<file path="src/rtl/ex_stage.sv">
// Execute stage: single-cycle ALU for opcodes 0-13 and a 32-step iterative
// multiply/divide unit for opcodes 14-15. It stalls the ID/EX register while it iterates.
module ex_stage (
    input  logic        clk,
    input  logic        rst,
    input  logic        ex_valid,
    input  logic [31:0] ex_num1,
    input  logic [31:0] ex_num2,
    input  logic [3:0]  ex_aluOp,
    input  logic        ex_regWriteEn,
    input  logic [4:0]  ex_regWriteAddr,
    input  logic [31:0] ex_linkAddr,
    input  logic        flush,
    output logic        stall_req,
    output logic        mem_valid,
    output logic        mem_regWriteEn,
    output logic [4:0]  mem_regWriteAddr,
    output logic [31:0] mem_result
);

    typedef enum logic [3:0] {
        OP_NOP, OP_ADD, OP_SUB, OP_AND, OP_OR, OP_XOR, OP_NOR, OP_SLT,
        OP_SLTU, OP_SLL, OP_SRL, OP_SRA, OP_LUI, OP_LINK, OP_MULU, OP_DIVU
    } alu_op_e;

    typedef enum logic [1:0] {IDLE, BUSY, DONE} state_e;

    alu_op_e     op;
    state_e      state_q, state_d;
    logic [4:0]  cnt_q;
    logic        iter_op, start;
    logic [31:0] alu_result;
    logic [31:0] work_a_q, work_b_q, acc_q;
    logic        is_div_q, cap_wen_q;
    logic [4:0]  cap_addr_q;
    logic [32:0] rem_shift, rem_diff;
    logic        div_take;
    logic [31:0] iter_result;

    assign op      = alu_op_e'(ex_aluOp);
    assign iter_op = (op == OP_MULU) || (op == OP_DIVU);
    assign start   = (state_q == IDLE) && ex_valid && iter_op && !flush;

    always_comb begin
        // NOTE: every combinational output gets a default first so no path leaves it unassigned (no latch).
        alu_result = '0;
        case (op)
            OP_ADD:  alu_result = ex_num1 + ex_num2;
            OP_SUB:  alu_result = ex_num1 - ex_num2;
            OP_AND:  alu_result = ex_num1 & ex_num2;
            OP_OR:   alu_result = ex_num1 | ex_num2;
            OP_XOR:  alu_result = ex_num1 ^ ex_num2;
            OP_NOR:  alu_result = ~(ex_num1 | ex_num2);
            OP_SLT:  alu_result = {31'b0, $signed(ex_num1) < $signed(ex_num2)};
            OP_SLTU: alu_result = {31'b0, ex_num1 < ex_num2};
            OP_SLL:  alu_result = ex_num1 << ex_num2[4:0];
            OP_SRL:  alu_result = ex_num1 >> ex_num2[4:0];
            OP_SRA:  alu_result = $signed(ex_num1) >>> ex_num2[4:0];
            OP_LUI:  alu_result = ex_num2 << 16;
            OP_LINK: alu_result = ex_linkAddr;
            default: alu_result = '0;
        endcase
    end

    always_comb begin
        state_d   = state_q;
        stall_req = 1'b0;
        case (state_q)
            IDLE: begin
                if (ex_valid && iter_op) begin
                    stall_req = 1'b1;
                    state_d   = BUSY;
                end
            end
            BUSY: begin
                stall_req = 1'b1;
                if (cnt_q == 5'd31) state_d = DONE;
            end
            DONE:    state_d = IDLE;
            default: state_d = IDLE;
        endcase
        // A redirect or reset kills the operation and releases upstream at once.
        if (flush) begin
            state_d   = IDLE;
            stall_req = 1'b0;
        end
        if (rst) stall_req = 1'b0;
    end

    always_ff @(posedge clk or posedge rst) begin
        if (rst) begin
            // NOTE: sequential state uses non-blocking assignments so all registers update together at the edge.
            state_q <= IDLE;
            cnt_q   <= '0;
        end else begin
            state_q <= state_d;
            if (flush || start)      cnt_q <= '0;
            else if (state_q == BUSY) cnt_q <= cnt_q + 5'd1;
        end
    end

    // Restoring division: shift in one dividend bit, subtract the divisor if it fits.
    assign rem_shift   = {acc_q, work_a_q[31]};
    assign rem_diff    = rem_shift - {1'b0, work_b_q};
    assign div_take    = rem_shift >= {1'b0, work_b_q};
    assign iter_result = is_div_q ? work_a_q : acc_q;

    // NOTE: the working registers are always loaded on start before being used, so they carry no reset.
    always_ff @(posedge clk) begin
        if (start) begin
            work_a_q   <= ex_num1;
            work_b_q   <= ex_num2;
            acc_q      <= '0;
            is_div_q   <= (op == OP_DIVU);
            cap_wen_q  <= ex_regWriteEn && (ex_regWriteAddr != 5'd0);
            cap_addr_q <= ex_regWriteAddr;
        end else if (state_q == BUSY && !flush) begin
            if (is_div_q) begin
                work_a_q <= {work_a_q[30:0], div_take};
                acc_q    <= div_take ? rem_diff[31:0] : rem_shift[31:0];
            end else begin
                if (work_b_q[0]) acc_q <= acc_q + work_a_q;
                work_a_q <= work_a_q << 1;
                work_b_q <= work_b_q >> 1;
            end
        end
    end

    always_ff @(posedge clk or posedge rst) begin
        if (rst) begin
            mem_valid        <= 1'b0;
            mem_regWriteEn   <= 1'b0;
            mem_regWriteAddr <= '0;
            mem_result       <= '0;
        end else if (flush || stall_req) begin
            mem_valid      <= 1'b0;
            mem_regWriteEn <= 1'b0;
        end else if (state_q == DONE) begin
            mem_valid        <= 1'b1;
            mem_regWriteEn   <= cap_wen_q;
            mem_regWriteAddr <= cap_addr_q;
            mem_result       <= iter_result;
        end else begin
            mem_valid      <= ex_valid;
            mem_regWriteEn <= ex_valid && ex_regWriteEn && (ex_regWriteAddr != 5'd0);
            if (ex_valid) begin
                mem_regWriteAddr <= ex_regWriteAddr;
                mem_result       <= alu_result;
            end
        end
    end

endmodule

</file>
<file path="config.mk">
export PLATFORM = sky130hd
export DESIGN_NAME = ex_stage
export DESIGN_NICKNAME = d
export VERILOG_FILES = /design/src/rtl/ex_stage.sv
export SDC_FILE = /design/constraint.sdc
export NUM_CORES = 1
export LEC_CHECK = 0
export ABC_CLOCK_PERIOD_IN_PS = 5500
export CORE_MARGIN = 10
export CORE_UTILIZATION = 40
export DETAILED_ROUTE_END_ITERATION = 8
export GPL_ROUTABILITY_DRIVEN = 1
export MAX_ROUTING_LAYER = met4
export SLEW_MARGIN = 20
export SYNTH_ARGS = -nofsm -noshare
export SYNTH_HDL_FRONTEND = slang
export SYNTH_SLANG_ARGS = --single-unit
</file>
<file path="constraint.sdc">
create_clock -name clk -period 5.5 [get_ports clk]
set_input_delay 1.1 -clock clk [delete_from_list [all_inputs] [get_ports clk]]
set_output_delay 1.1 -clock clk [all_outputs]
set_load 0.01 [all_outputs]
</file>
==> flow_summary.json <==
{
  "synth_area_um2": 19360,
  "worst_path_largest_cell_delay_ns": 0.61,
  "globalRoute.totalOverflow": 0,
  "drc": 0,
  "cts_buffers": 17,
  "wl_per_cell_um": 30.25,
  "synth_top_area_share_pct": 11.44,
  "die_w_um": 240.0,
  "ant_nets": 0,
  "cp_data_arrival_time_ns": 5.26,
  "netlist_instances": 2547,
  "worstMarginPinSlew_ns": 1.094,
  "drv_cap": 0,
  "cts_tree": "yes",
  "clockBufferDepth": 2,
  "place_congestion": 1.035,
  "initialDrtViolationCount": 2711,
  "numPortBuffers": 149,
  "grt_use_total_pct": 34.88,
  "clkSinkCount": 149,
  "syn_to_final_growth_pct": 16.25,
  "drive_above_1_share_pct": 9.727,
  "finClkSkew_ns": 0.01949,
  "viasPerCell": 6.576,
  "postCtsSetupBuffers": 0,
  "num_antenna_cells": 0,
  "drtPass1Iterations": 6,
  "clk_pin_slew_worst_paths_ns": 0.07,
  "syn_nets": 2838,
  "slew_violations": 0,
  "crit_slowest_cell": "clkdlybuf4s50_1",
  "hpwl_um": 79360,
  "layout_commonest_cell": "nand2_1",
  "wirelength_um": 99470,
  "synth_seq_area_share_pct": 20.27,
  "rsz0062_at_grt": "no",
  "start_util_pct": 40.55,
  "antenna_found_initial": 0,
  "die_area_um2": 57600,
  "startpoint_type": "input pin",
  "vias": 21623,
  "cp.required_ns": 5.86,
  "fin_crit_sh_pct": 89.10,
  "p_leak_nw": 9.275,
  "yosys_warnings": 0,
  "cp-end-kind": "flop",
  "htreeDepth": 4,
  "p_total_mw": 5.742,
  "finalSetupTns_ns": 0,
  "worst_hold_slack_ns": 0.4885,
  "crit_fanout": 6,
  "grt_max_degree": 71,
  "status": "completed",
  "grt_pass1_wl_um": 143600,
  "synth.ff_latch_count": 149,
  "first_global_vias": 20562,
  "std_cell_rows": 80,
  "cellPowerDensity_nw_per_um2": 255.2,
  "final_core_util_pct": 47.14,
  "ys.flop_type": "edfxtp_1",
  "path_delay_family": "compound AO/OA/AOI/OAI gates",
  "ctsResizeCount": 0,
  "yosysTopAreaCell": "ha_1",
  "path_cells": "clkdlybuf4s50_1 -> inv_1 -> ha_1 -> fa_1 -> nor2_1 -> o221ai_1 -> a21boi_0 -> o21ai_0 -> buf_4 -> a21oi_1 -> a41oi_1 -> a211o_1 -> and3_1 -> nor3_1 -> a211oi_1",
  "synth.avg_cell_area_um2": 7.601,
  "insertion_delay_ns": 0.50,
  "final_cell_mix": "nand2_1, o21ai_0, a21oi_1",
  "finalHoldViolCount": 0,
  "ys_types": 84,
  "coreArea_um2": 47750,
  "fin_crit_ns": 4.901,
  "path_buf_inv": 3,
  "ir_drop_v": 0.0002641,
  "hold_class": "flop to flop",
  "cts_root_buf": "clkbuf_16",
  "synth-async-reset-ratio_pct": 30.87,
  "synthTopCellsByArea": "ha_1, edfxtp_1, o21ai_0",
  "ctsHoldBuffers": 0,
  "report.final.setup_viol": 0,
  "ios": 150,
  "synth_edf_count": 71,
  "die_h_um": 240.0,
  "relSlewSlack_pct": 26.31,
  "final_nets": 2951,
  "worst-setup-path-type": "input pin to flop",
  "clock.fmax_mhz": 204.1
}
path summary, 6_finish.rpt:
check / from / end / slack (ns) / cells after the start
max: ex_num1[0] / mem_result[30]$_DFFE_PP0P_ / 0.60 / 15
min: mem_result[1]$_DFFE_PP0P_ / mem_result[1]$_DFFE_PP0P_ / 0.49 / 1
max reg2reg: work_b_q[10]$_DFFE_PP_ / acc_q[11]$_SDFFE_PP0P_ / 1.63 / 13
min reg2reg: mem_result[1]$_DFFE_PP0P_ / mem_result[1]$_DFFE_PP0P_ / 0.49 / 1
max in group asynchronous: rst / mem_result[8]$_DFFE_PP0P_ / 3.78 / 3
min in group asynchronous: rst / mem_regWriteEn$_DFF_PP0_ / 1.19 / 3
state kept, by name (all words and copies together), names as in the netlist, 2 cells and up:
name and flops:
work_b_q 32, cap_addr_q 5, work_a_q 32, state_q 2, cnt_q 5, mem_regWriteAddr 5
acc_q 32, mem_result 32
metal layers:
metal	part of all wire, %	routed length, um	GRT usage, %
met5	0	0	-
met4	5.8	5736	17.14
met3	8.2	8193	5.668
met2	44	43840	52.64
met1	42	41700	44.70
final cells by class:
class                           count  area [um2]
Fill cell                        4820       25240
Clock inverter                     15       163.9
Sequential cell                   149        3924
Tap cell                          615       769.5
Clock buffer                       17       425.4
Inverter                          150       563.0
Timing Repair Buffer              271        2435
Multi-Input combinational cell   2071       14220
cell families (layout without fill, tap and decap cells):
kind of cell	count (synthesis)	count (layout)	synth area share, %
muxes	140	140	10.10
AOI/OAI and AO/OA	922	922	30.39
DFF	149	149	20.27
xor gates and xnor gates	65	65	2.941
buffers and inverters	327	453	6.528
and+or+nand+nor	763	763	17.92
adders and majority gates	181	181	11.85
per-stage QoR:
step	setup slack [ns]	instance area, um2	instances
finish	0.5993	22510	3288
global route	0.5354	22510	3288
global placement	0.2673	21920	3256
CTS	0.6546	22510	3288
floorplan	1.034	19360	2547
detailed placement	0.2584	21920	3256
Yosys cell counts, types with 17 or more instances:
cell	n
dfrtp_1	46
a211oi_1	51
a21oi_1	240
inv_1	146
nand2b_1	20
a31oi_1	41
a221oi_1	24
o21ai_0	248
buf_1	18
edfxtp_1	71
a22oi_1	23
a21o_1	42
nand2_1	252
o211ai_1	39
mux2i_1	75
nor3_1	59
o31ai_1	19
nor2b_1	24
buf_2	20
ha_1	177
dfxtp_1	32
a221o_1	19
nand3_1	50
or3_1	17
xnor2_1	41
xor2_1	24
clkbuf_1	136
nor2_1	238
o21a_1	25
mux2_2	23
nand4_1	29
mux4_2	42
where the power goes:
| part | switching (mW) | leakage, nW | internal (mW) |
|---|---|---|---|
| clock network | 0.592 | 0.280 | 0.642 |
| logic | 1.82 | 7.51 | 1.20 |
| registers | 0.182 | 1.48 | 1.30 |
No activity file was read; power rests on OpenSTA's default activity.
